[src/rtl/rr_mux_stage.sv]
// rr_mux_stage: N-channel round-robin / fixed-priority selector feeding one
// registered valid/ready output stage.
module rr_mux_stage #(
  parameter int WIDTH = 32,
  parameter int N = 4,
  localparam int SEL_W = (N > 1) ? $clog2(N) : 1
) (
  input  logic                 clk,
  input  logic                 reset,
  input  logic                 mode,
  input  logic [N*WIDTH-1:0]   in_data,
  input  logic [N-1:0]         in_valid,
  output logic [N-1:0]         in_ready,
  output logic [WIDTH-1:0]     out_data,
  output logic [SEL_W-1:0]     out_sel,
  output logic                 out_valid,
  input  logic                 out_ready
);
  logic [SEL_W-1:0] ptr, g, idx;
  logic found, accept, xfer;
  int j;
  // Scan starts at ptr in round-robin mode, at 0 in fixed-priority mode.
  always_comb begin
    found = 1'b0;
    g = '0;
    j = 0;
    idx = '0;
    for (int k = 0; k < N; k++) begin
      j = (mode ? 0 : int'(ptr)) + k;
      if (j >= N) j = j - N;
      idx = SEL_W'(j);
      if (!found && in_valid[idx]) begin
        found = 1'b1;
        g = idx;
      end
    end
  end
  assign accept = !out_valid || out_ready;
  assign xfer = found && accept;
  assign in_ready = xfer ? (N'(1) << g) : '0;
  always_ff @(posedge clk) begin
    if (reset) begin
      out_valid <= 1'b0;
      out_data <= '0;
      out_sel <= '0;
      ptr <= '0;
    end else if (xfer) begin
      out_valid <= 1'b1;
      out_data <= in_data[g*WIDTH +: WIDTH];
      out_sel <= g;
      ptr <= (g == SEL_W'(N-1)) ? '0 : g + 1'b1;
    end else if (out_ready) begin
      out_valid <= 1'b0;
    end
  end
endmodule

[config.mk]
export PLATFORM = sky130hd
export DESIGN_NAME = rr_mux_stage
export DESIGN_NICKNAME = d
export VERILOG_FILES = /design/src/rtl/rr_mux_stage.sv
export SDC_FILE = /design/constraint.sdc
export NUM_CORES = 1
export LEC_CHECK = 0
export ABC_AREA = 1
export BUFFER_PORTS_ARGS = -buffer_cell sky130_fd_sc_hd__buf_4
export CAP_MARGIN = 10
export CORE_ASPECT_RATIO = 0.9
export CORE_MARGIN = 2
export CORE_UTILIZATION = 30
export CTS_BUF_LIST = sky130_fd_sc_hd__clkbuf_8
export CTS_CLUSTER_SIZE = 10
export DETAILED_ROUTE_END_ITERATION = 10
export HOLD_SLACK_MARGIN = 0.06
export SYNTH_ARGS = -nofsm -noshare
export SYNTH_HDL_FRONTEND = slang
export SYNTH_SLANG_ARGS = --single-unit
[constraint.sdc]
create_clock -name clk -period 3.1 [get_ports clk]
set_clock_uncertainty 0.15 [all_clocks]
set_input_delay 0.62 -clock clk [delete_from_list [all_inputs] [get_ports clk]]
set_output_delay 0.62 -clock clk [all_outputs]
set_load 0.005 [all_outputs]
* Yosys cells after proc, flatten, opt, wreduce, memory -nomap -nowiden
Index checks and enable logic that the tools add are counted.
Operators by class: multiplexer cells 25, $lt $le $gt $ge 8, shift-type cells 2, add/sub/neg operators 8, reductions and logical operators 10, equal/unequal tests 1
Operators by type and width (count):
- indexed part select 128 x 8 -> 32 bit | 1
- >= comparator 32 x 4 -> 1 bit, second input constant | 1
- two-way mux 2 bit | 10
- < comparator 2 x 3 -> 1 bit, second input constant | 4
- two-way mux 1 bit | 10
- >= comparator 3 bit, second input constant | 3
- binary-select mux 1 bit (select 2 bit) | 4
- subtractor 2 x 1 -> 2 bit, second input constant | 4
- adder 2 x 2 -> 3 bit, second input constant | 2
- logical AND 1 bit | 4
- logical NOT 1 bit | 4
- two-way mux 4 bit | 1
- << shifter 1 x 2 -> 4 bit, first input constant | 1
- adder 2 x 1 -> 3 bit, second input constant | 1
- adder 2 x 1 -> 2 bit, second input constant | 1
- == test 2 bit, second input constant | 1
- nonzero test 2 bit | 1
- logical OR 1 bit | 1
Word-level totals: input bits 136, register bits after elaboration 37, logic and storage cells 58, output and inout port bits 39

* Depth between registers and ports, before layout
Gate-level depths: netlist of the first run.
depth in word-level cells 17, depth in mapped cells 17, gate-level depth less buffers 16

* Worst setup path after synthesis of the first run
OpenSTA, ideal clock, no wires.
kind input -> output, from in mode, to out in_ready[0], arrival time 1.953 ns, cell stages on the path 14, path buffers 3, required time 2.330 ns, path slack 0.377 ns, cell sequence inv_2 > buf_6 > nand2_4 > nand2_1 > nand2_1 > nand2_1 > nand2_2 > nand2_2 > nor2_1 > nor2_4 > buf_2 > buf_2 > nand2_1 > nor2_1
On the way: word-level cells in the longest chain between the ends 17, elaborated cells on any way between the ends 41, classes of those cells add/sub: 7; order compare: 4; shift: 1; mux: 22; reduce/logical: 7
Ends and longest elaborated chain:
- start: declaration | RTL line 10 | input logic mode,
- two-way mux 2 bit (*) | RTL line 29 | j = (mode ? 0 : int'(ptr)) + k;
- >= comparator 32 x 4 -> 1 bit / subtractor 2 x 1 -> 2 bit (equally long branches) | RTL line 30 | if (j >= N) j = j - N;
- two-way mux 2 bit | RTL line 30
- binary-select mux 1 bit (select 2 bit) | RTL line 32 | if (!found && in_valid[idx]) begin
- two-way mux 1 bit (not written as such) | RTL line 32
- two-way mux 1 bit | RTL line 32
- logical NOT 1 bit | RTL line 32
- logical AND 1 bit | RTL line 32
- two-way mux 1 bit | RTL line 32
- logical NOT 1 bit | RTL line 32
- logical AND 1 bit | RTL line 32
- two-way mux 1 bit | RTL line 32
- logical NOT 1 bit | RTL line 32
- logical AND 1 bit | RTL line 32
- two-way mux 2 bit / two-way mux 1 bit (equally long branches) | RTL line 32
- << shifter 1 x 2 -> 4 bit / logical AND 1 bit (equally long branches) | RTL line 40, 39
- two-way mux 4 bit (*) | RTL line 40 | assign in_ready = xfer ? (N'(1) << g) : '0;
- end: declaration | RTL line 13 | output logic [N-1:0] in_ready,
Every way passes the cells marked *; elsewhere a longest branch is shown, timed or not. The select of a mux whose other input is x is not followed.

* Worst setup path in the final report of the first run
from in mode, to out in_ready[1]
Same word-level chain as after synthesis.

==> results.md, run 1 <==
- Die X: 113.5 um
- Placement row count: 35
- Post-synth EDFFs: 0
- DR vias: 4,190
- Routability Congestion: 0.8571
- Post-route insts no fill: 847
- Register area share after synthesis: 22.90%
- Hold violation count in the final report: 0
- Worst slew margin: 70.35%
- Post-layout min period: 2.923 ns
- CTS clock-pin slew for the worst setup and hold paths: 0.08 ns
- CTS tree: yes
- Fillers: 1,102
- Overall die area: 11,630 sq um
- Mapped Cells: 562
- Die Ht: 102.5 um
- Total power: 3267 uW
- Synth Flop Type: dfxtp_1
- CP Cell Sequence: buf_4 > inv_4 > buf_4 > nand3_1 > nand2_1 > nand2_1 > nand2_1 > nand4_2 > nand2_4 > inv_2 > nor2_2 > nand2_1 > inv_1 > buf_4
- Yosys warnings: 0
- Clock latency on the worst-skew pair: 0.28 ns
- Hold WC Path Type: in -> reg
- Overall Global Routing Usage: 19.50%
- Total wire length: 11,670 um
- Ratio of cells with drive above 1 in the final layout: 31.62%
- Most frequent CP cell: nand2_1
- Vias in the first global route: 3,946
- Yosys reg bits: 37
- DR iter-0 viols: 348
- Synthesis-to-layout area growth: 45.03%
- DRC: 0
- Fmax: 342.1 MHz
- Fin crit share: 94.29%
- Worst slew pin tran: 0.4447 ns
- CP required: 2.33 ns
- NumNets Final: 853
- Antenna-violating nets left: 0
- Root buf cell: clkbuf_8
- Area of the multi-input gates: 1938 sq um
- CORE AREA: 10,380 sq um
- Dpl hpwl: 8633 um
- Mean Syn Cell Area: 5.755 sq um
- Register area: 742.0 sq um
- CP Launch Type: primary input
- Crit path kind: in -> out
- Final Util: 45.20%
- # clock sinks: 37
- Pin count of the biggest net entering global routing: 50
- Vias per inst: 4.947
- VDD IR max: 565.2 uV
- Crit end category: output pin
- Setup violators final: 0
- Max-slew violations: 0
- Status: complete, no violations
- Synthesized Nets: 698
- Number of port buffers: 174
- Lkg Pwr: 0.002710 uW
- Most common cell after layout, fill and taps aside: buf_4
- H-tree Lvls: 2
- Grt ovf: 0
- Antenna diodes: 0
- Starting Density: 31.16%
- Max-cap violations: 0
- Routed wire length per instance: 13.78 um
- Most frequent cells in the layout: buf_4, nand3_1, nand2_1, inv_1, nor2_1
- Synthesized cell area: 3234 sq um
- Num CTS Buffers: 5
- Async set or reset register ratio after synthesis: 0%
- Crit path DAT: 2.15 ns
- Library cells used by synthesis: 24
- First-pass GRT wire length: 18,690 um
- Clock Path Buffers: 2
- Initial antenna violation count: 0
- Drt first pass iters: 5
- Buf/Inv on CP: 6
- PD cells: 696.4 nW/um^2
- Worst path top cell family by delay: simple AND/OR/NAND/NOR gates
- CP max-delay cell: nand2_4
- DP Cell Count: 839
- Hold_ws: 0.3709 ns
- Boundary Pins: 175
- Crit-path max cell delay: 0.17 ns
- Crit-path max FO: 11
==> cell type report <==
type | instances | share of cell area (%)
flip-flops and latches | 37 | 15.82
multi-input cells | 404 | 41.32
well taps | 129 | 3.441
clock buffers | 5 | 1.467
clock inverters | 3 | 0.9869
repair buffers | 189 | 30.51
inverters | 80 | 6.455
==> final timing paths <==
| path | slack, ns | end | from | cells past startpoint |
|---|---|---|---|---|
| min | 0.37 | out_valid | reset | 2 |
| max | 0.18 | in_ready[1] | mode | 14 |
| max reg2reg | 0.72 | out_data[23] | ptr[0] | 13 |
| min reg2reg | 0.38 | out_data[19] | out_data[19] | 2 |
==> timing repair <==
action,CTS,global route
endpoints found under the hold margin,0,0
setup buffers,0,0
setup endpoints to repair,0,4
hold buffers,0,0
gates resized for setup,0,6
==> per-layer routing <==
layer | vias to the layer above | part of all wire (%) | track usage (%)
met5 | - | 0 | 0
met4 | 0 | 1.4 | 4.597
met3 | 17 | 9.0 | 4.527
met2 | 207 | 45 | 32.43
met1 | 1860 | 45 | 25.92
li1 | 2106 | - | -
==> where the power goes <==
part           internal, uW  switching, uW  total [uW]
clock                   241            189         430
sequential              647            107         754
combinational           842           1240        2080
total                  1730           1540        3270
==> Yosys cell counts, types with 3 or more instances <==
cell type	instances	area, sq um
o21ai_0	33	165.2
nand2_2	6	37.54
nand2_1	102	382.9
nand3_1	165	825.8
buf_6	9	101.4
nand2_4	3	33.78
nand3_2	10	100.1
buf_2	22	110.1
inv_1	78	292.8
nor2_1	73	274.0
dfxtp_1	37	740.7
clkbuf_1	7	26.28
nor2_4	3	33.78
==> sequential cells by signal, indices dropped and copies added (netlist names) <==
| register | count |
|---|---|
| out_sel | 2 |
| ptr | 2 |
| out_valid | 1 |
| out_data | 32 |
==> logic make-up (layout without fill, tap and decap cells) <==
logic type	after synthesis	in the layout	synth area share [%]
AND/OR/NAND/NOR	366	366	53.15
buffers and inverters	121	277	17.56
AO/OA/AOI/OAI	38	38	6.383
flip-flops	37	37	22.90
==> stage by stage <==
stage / area [sq um] / TNS (ns) / setup slack (ns)
4_1_cts: 4674 / 0 / 0.1012
3_3_place_gp: 4559 / 0 / 0.1841
6_report: 4691 / 0 / 0.1771
3_5_place_dp: 4559 / 0 / 0.1091
2_1_floorplan: 3234 / 0 / 0.3771
5_1_grt: 4691 / -0.01581 / -0.01581
Power figures use the tool's default switching activity.
==> run 2, diff against run 1 <==
--- a/config.mk
+++ b/config.mk
@@ -8,6 +8,8 @@
 export ABC_AREA = 1
 export BUFFER_PORTS_ARGS = -buffer_cell sky130_fd_sc_hd__buf_4
 export CAP_MARGIN = 10
+export CELL_PAD_IN_SITES_DETAIL_PLACEMENT = 0
+export CELL_PAD_IN_SITES_GLOBAL_PLACEMENT = 1
 export CORE_ASPECT_RATIO = 0.9
 export CORE_MARGIN = 2
 export CORE_UTILIZATION = 30
@@ -15,6 +17,7 @@
 export CTS_CLUSTER_SIZE = 10
 export DETAILED_ROUTE_END_ITERATION = 10
 export HOLD_SLACK_MARGIN = 0.06
+export PLACE_DENSITY = 0.84
 export SYNTH_ARGS = -nofsm -noshare
 export SYNTH_HDL_FRONTEND = slang
 export SYNTH_SLANG_ARGS = --single-unit
==> results.md, run 2 (synthesized netlist as in run 1, its figures left out) <==
- Status: complete, no violations
- DR iter-0 viols: 350 (+0.57%)
- DR vias: 4,124 (-1.6%)
- Total wire length: 11,620 um (-0.46%)
- P_sw: 1529 uW (-0.57%)
- Placement row count: 35 (unchanged)
- Post-layout min period: 2.883 ns (-0.03974 ns)
- Crit path kind: in -> out
- DP Cell Count: 836 (-0.36%)
- CORE AREA: 10,380 sq um (unchanged)
- Root buf cell: clkbuf_8
- NumNets Final: 850 (-0.35%)
- VDD IR max: 585.4 uV (+3.6%)
- Die X: 113.5 um (unchanged)
- RSZ-0062 raised after global routing: false
- Setup TNS: 0 ns (unchanged)
- Hold WC Path Type: in -> reg
- CP Cell Sequence: buf_4 > inv_4 > nand2_4 > nand2_1 > nand2_1 > nand2_1 > nand2_1 > nand4_2 > nand2_4 > inv_2 > nor2_1 > nand2_1 > inv_1 > buf_4
- Boundary Pins: 175 (unchanged)
- Routability Congestion: 0.8633 (+0.72%)
- Combinational share of power: 63.2% (-0.6 points)
- Antenna diodes: 0 (unchanged)
- Clock Path Buffers: 2 (unchanged)
- Vias in the first global route: 3,859 (-2.2%)
- Register area: 742.0 sq um (unchanged)
- Total power: 3242 uW (-0.76%)
- Num CTS Buffers: 5 (unchanged)
- Die Ht: 102.5 um (unchanged)
- Dpl hpwl: 8317 um (-3.7%)
- Lkg Pwr: 0.002700 uW (-0.35%)
- Synthesis-to-layout area growth: 43.83%
- Initial antenna violation count: 0 (unchanged)
- Most flops, register: out_data
- Share of total power in the clock network: 13.5% (+0.4 points)
- Worst slew pin tran: 0.6396 ns (+0.1950 ns)
- Most frequent CP cell: nand2_1
- Flop pwr share: 23.3% (+0.2 points)
- Max-cap violations: 0 (unchanged)
- Crit path DAT: 2.11 ns (-0.04 ns)
- Fin crit share: 93.01% (-1.3 points)
- CP required: 2.33 ns (about the same)
- Switching part of the total: 47.15% (+0.091 points)
- Fillers: 1,120 (+1.6%)
- CP max-delay cell: nand2_4
- Overall Global Routing Usage: 19.41% (-0.088 points)
- Max-slew violations: 0 (unchanged)
- R2R depth: 14 (+1)
- Crit-path max cell delay: 0.17 ns (about the same)
- Hold violation count in the final report: 0 (unchanged)
- Worst slew margin: 57.36% (-13 points)
- Ratio of cells with drive above 1 in the final layout: 30.91% (-0.71 points)
- Post-route insts no fill: 844 (-0.35%)
- Setup violators final: 0 (unchanged)
- First-pass GRT wire length: 18,460 um (-1.2%)
- Overall die area: 11,630 sq um (unchanged)
- CP Launch Type: primary input
- Starting Density: 31.16% (unchanged)
- Hold Path Cell Cnt: 2 (unchanged)
- # clock sinks: 37 (unchanged)
- Crit end category: output pin
- Area of the multi-input gates: 1933 sq um (-0.26%)
- Grt ovf: 0 (unchanged)
- Internal reg-to-reg setup slack: 0.69 ns (-0.03 ns)
- Most frequent cells in the layout: buf_4, nand3_1, nand2_1, inv_1, nor2_1
- Most common cell after layout, fill and taps aside: buf_4
- Routed wire length per instance: 13.76 um (-0.11%)
- Crit-path max FO: 11 (unchanged)
- PD cells: 696.9 nW/um^2 (about the same)
- Internal: 1713 uW (-0.93%)
- CTS clock-pin slew for the worst setup and hold paths: 0.08 ns (about the same)
- Clock latency on the worst-skew pair: 0.29 ns (about the same)
- Vias per inst: 4.886 (-1.2%)
- H-tree Lvls: 2 (unchanged)
- CTS tree: yes
- Largest register FFs: 32 (unchanged)
- Pin count of the biggest net entering global routing: 68 (+36%)
- Largest registers: out_data x32, out_sel x2, ptr x2
- Fmax: 346.8 MHz (+1.4%)
- Drt first pass iters: 5 (unchanged)
- Number of port buffers: 174 (unchanged)
- Antenna-violating nets left: 0 (unchanged)
- DRC: 0 (unchanged)
[run 2: cell types whose count changed in the layout (fill, tap and decap cells not counted)]
cell | previous run | this run
clkinvlp_4 | 1 | 0
nor2_1 | 70 | 72
clkbuf_8 | 5 | 6
nor2_2 | 3 | 1
buf_12 | 1 | 0
inv_1 | 78 | 79
buf_4 | 188 | 186
clkinv_4 | 1 | 0
[run 2: cell type report]
type                       instances  area share [%]
multi-input combinational        404           41.55
inverter                          80           6.509
clock inverter                     2          0.7262
sequential                        37           15.95
timing repair buffer             186           30.02
tap                              129           3.470
clock buffer                       6           1.775
[run 2: metrics by stage]
step	hold WS, ns	cell area [sq um]	setup slack (ns)	utilization (%)
finish	0.3510	4652	0.2168	44.82
global route	0.3462	4652	0.01878	44.82
CTS	0.3447	4641	0.06844	44.71
detailed placement	0.3565	4524	0.07019	43.59
global placement	0.3628	4524	0.1330	43.59
floorplan	0.3407	3234	0.3771	-
[run 2: metal layers]
| layer | wire (um) | up-vias | part of all wire, % | GRT usage, % |
|---|---|---|---|---|
| met1 | 5504 | 1819 | 47 | 27.22 |
| met2 | 5063 | 201 | 44 | 31.37 |
| li1 | - | 2096 | - | - |
| met5 | 0 | - | 0 | 0 |
| met4 | 68 | 0 | 0.59 | 4.409 |
| met3 | 980 | 8 | 8.4 | 3.469 |
[run 2: timing repair]
action,4_1_cts,5_1_grt
resized for setup,0,4
setup endpoints to repair,0,4
buffers inserted,0,0
hold buffers,0,0
[run 2: final timing paths]
| check | startpoint | end |
|---|---|---|
| setup / recovery | mode | in_ready[1] |
| hold / removal | reset | out_valid |
| setup reg to reg | ptr[0] | out_data[14] |
| hold reg to reg | out_sel[0] | out_sel[0] |
[run 2: worst max-delay path, delay by kind of cell]
family | cells | cell delay [ns]
and+or+nand+nor | 9 | 1.11
buffers and inverters | 5 | 0.38
[run 2: power groups by stage]
stage          Combinational, uW  Sequential (uW)  Clock [uW]
4_1_cts                     2060              750         453
3_5_place_dp                2050              757           0
3_3_place_gp                2040              756           0
5_1_grt                     2310              774         475
2_1_floorplan               1400              748           0
6_report                    2050              755         438
==> run 3, diff against run 2 <==
--- a/config.mk
+++ b/config.mk
@@ -18,6 +18,7 @@
 export DETAILED_ROUTE_END_ITERATION = 10
 export HOLD_SLACK_MARGIN = 0.06
 export PLACE_DENSITY = 0.84
+export REMOVE_ABC_BUFFERS = 1
 export SYNTH_ARGS = -nofsm -noshare
 export SYNTH_HDL_FRONTEND = slang
 export SYNTH_SLANG_ARGS = --single-unit
==> results.md, run 3 (synthesized netlist as in run 1, its figures left out) <==
- DP Cell Count: 844 (+0.96%)
- Root buf cell: clkbuf_8
- Lkg Pwr: 0.002731 uW (+1.1%)
- Boundary Pins: 175 (unchanged)
- Worst slew margin: 72.41% (+15 points)
- Hold violation count in the final report: 0 (unchanged)
- Hold WC Path Type: in -> reg
- Hold-fix buffers, CTS: 0 (unchanged)
- Vias per inst: 4.801 (-1.8%)
- Most flops, register: out_data
- Initial antenna violation count: 0 (unchanged)
- Ratio of cells with drive above 1 in the final layout: 31.63% (+0.72 points)
- Area of the multi-input gates: 1944 sq um (+0.58%)
- Crit-path max cell delay: 0.17 ns (about the same)
- Setup WS pre-CTS: 0.003734 ns (-0.06646 ns)
- Max-slew violations: 0 (unchanged)
- DR vias: 4,095 (-0.70%)
- Largest registers: out_data x32, out_sel x2, ptr x2
- CP Launch Type: primary input
- Largest register FFs: 32 (unchanged)
- CORE AREA: 10,380 sq um (unchanged)
- P_sw: 1541 uW (+0.83%)
- Grt ovf: 0 (unchanged)
- Most common cell after layout, fill and taps aside: buf_4
- Max-cap violations: 0 (unchanged)
- Clock Path Buffers: 2 (unchanged)
- DR iter-0 viols: 177 (-49%)
- Overall Global Routing Usage: 19.78% (+0.37 points)
- Switching part of the total: 47.81% (+0.66 points)
- Dpl hpwl: 8796 um (+5.8%)
- Die Ht: 102.5 um (unchanged)
- NumNets Final: 859 (+1.1%)
- Most frequent cells in the layout: buf_4, nand3_1, nand2_1, inv_1, nor2_1
- Post-route insts no fill: 853 (+1.1%)
- Total power: 3224 uW (-0.57%)
- Final Util: 45.40% (+0.58 points)
- Total wire length: 11,780 um (+1.4%)
- Combinational share of power: 66.7% (+3.5 points)
- Crit-path max FO: 11 (unchanged)
- Worst slew pin tran: 0.4138 ns (-0.2258 ns)
- First-pass GRT wire length: 18,830 um (+2.0%)
- # clock sinks: 37 (unchanged)
- Fin crit share: 93.77% (+0.76 points)
- DRC: 0 (unchanged)
- PD cells: 684.1 nW/um^2 (-1.8%)
- Drt first pass iters: 5 (unchanged)
- Worst path top cell family by delay: simple AND/OR/NAND/NOR gates
- Register area: 744.5 sq um (+0.34%)
- Clock latency on the worst-skew pair: 0.28 ns (about the same)
- CTS tree: yes
- Placement row count: 35 (unchanged)
- VDD IR max: 259.2 uV (-56%)
- Fmax: 344.0 MHz (-0.81%)
- Routability Congestion: 0.8589 (-0.51%)
- Crit path DAT: 2.14 ns (+0.03 ns)
- Crit end category: output pin
- Crit path kind: in -> out
- H-tree Lvls: 2 (unchanged)
- Hold_ws: 0.3632 ns (+0.01224 ns)
- CP Cell Sequence: buf_4 > inv_6 > nand2_8 > nand2_1 > nand2_1 > nand2_1 > nand2_1 > nand2_1 > nand2_1 > nand2_1 > nand2_1 > nor2_4 > nand2_1 > nor2_2 > buf_4
- CP required: 2.33 ns (about the same)
- Fillers: 1,137 (+1.5%)
- Pin count of the biggest net entering global routing: 39 (-43%)
- Routed wire length per instance: 13.81 um (+0.31%)
- Die X: 113.5 um (unchanged)
- Num CTS Buffers: 5 (unchanged)
- Flop pwr share: 23.4% (about the same)
- CTS clock-pin slew for the worst setup and hold paths: 0.07 ns (about the same)
- Worst setup margin: 0.1932 ns (-0.02363 ns)
- Internal: 1682 uW (-1.8%)
- Status: complete, no violations
- Synthesis-to-layout area growth: 45.69%
- Overall die area: 11,630 sq um (unchanged)
- CP max-delay cell: nor2_4
- Antenna diodes: 0 (unchanged)
- RSZ-0062 raised after global routing: false
- Number of port buffers: 174 (unchanged)
- Post-layout min period: 2.907 ns (+0.02363 ns)
- Antenna-violating nets left: 0 (unchanged)
- Vias in the first global route: 3,914 (+1.4%)
- Most frequent CP cell: nand2_1
- Buf/Inv on CP: 3 (-2)
- Share of total power in the clock network: 9.9% (-3.6 points)
- Setup violators final: 0 (unchanged)
- Starting Density: 31.16% (unchanged)
==> run 3: cell count changes in the layout (fill, tap and decap cells not counted), sizes merged <==
| cell | before | now |
|---|---|---|
| inv | 81 | 83 |
| bufinv | 1 | 0 |
| buf | 186 | 195 |
| clkbuf | 6 | 5 |
==> run 3: final timing paths <==
kind	startpoint	to	slack, ns	cells past startpoint
hold reg to reg	out_sel[1]	out_sel[1]	0.37	2
hold / removal	reset	out_valid	0.36	2
setup / recovery	mode	in_ready[0]	0.19	15
setup reg to reg	ptr[0]	out_data[21]	0.72	15
==> run 3: power groups by stage <==
stage,combinational [uW],clock [uW],sequential [uW]
6_report,2150,320,754
3_3_place_gp,2120,0,754
2_1_floorplan,1190,0,754
4_1_cts,2140,336,750
3_5_place_dp,2130,0,757
5_1_grt,2420,356,775
==> run 3: through the flow <==
step                setup TNS, ns  instance area (sq um)
CTS                             0                   4682
global route                    0                   4712
global placement                0                   4597
detailed placement              0                   4597
floorplan                  -14.33                   2967
finish                          0                   4712
==> run 3: repair_timing <==
item	CTS	global route
setup endpoints to repair	1	4
buffers inserted	0	1
gates cloned	0	0
resized for setup	1	8
pin swaps	0	1
==> run 3: worst register-to-register path, cell delays in order, from the launching register on <==
cell	delay, ns
dfxtp_4	0.43
inv_1	0.09
nor2_1	0.16
nand2_1	0.07
nand2_1	0.06
nand2_1	0.06
nand2_2	0.11
nand2_2	0.07
buf_4	0.14
nor2_4	0.10
nand3b_1	0.17
buf_4	0.36
nand3_1	0.14
nand2_1	0.09
nor2_1	0.04
nor2_1	0.08
==> run 3: metal layers <==
metal	share of wire [%]	up-vias	track usage, %
li1	-	2116	-
met1	44	1822	25.47
met2	48	151	34.68
met3	7.2	6	4.468
met4	0.84	0	3.377
met5	0	-	0
==> run 3: layout make-up <==
class / count / area share, %
repair buffers: 195 / 31.33
flip-flops and latches: 37 / 15.80
multi-input cells: 404 / 41.26
clock inverters: 3 / 0.2390
inverters: 80 / 6.479
well taps: 129 / 3.425
clock buffers: 5 / 1.460
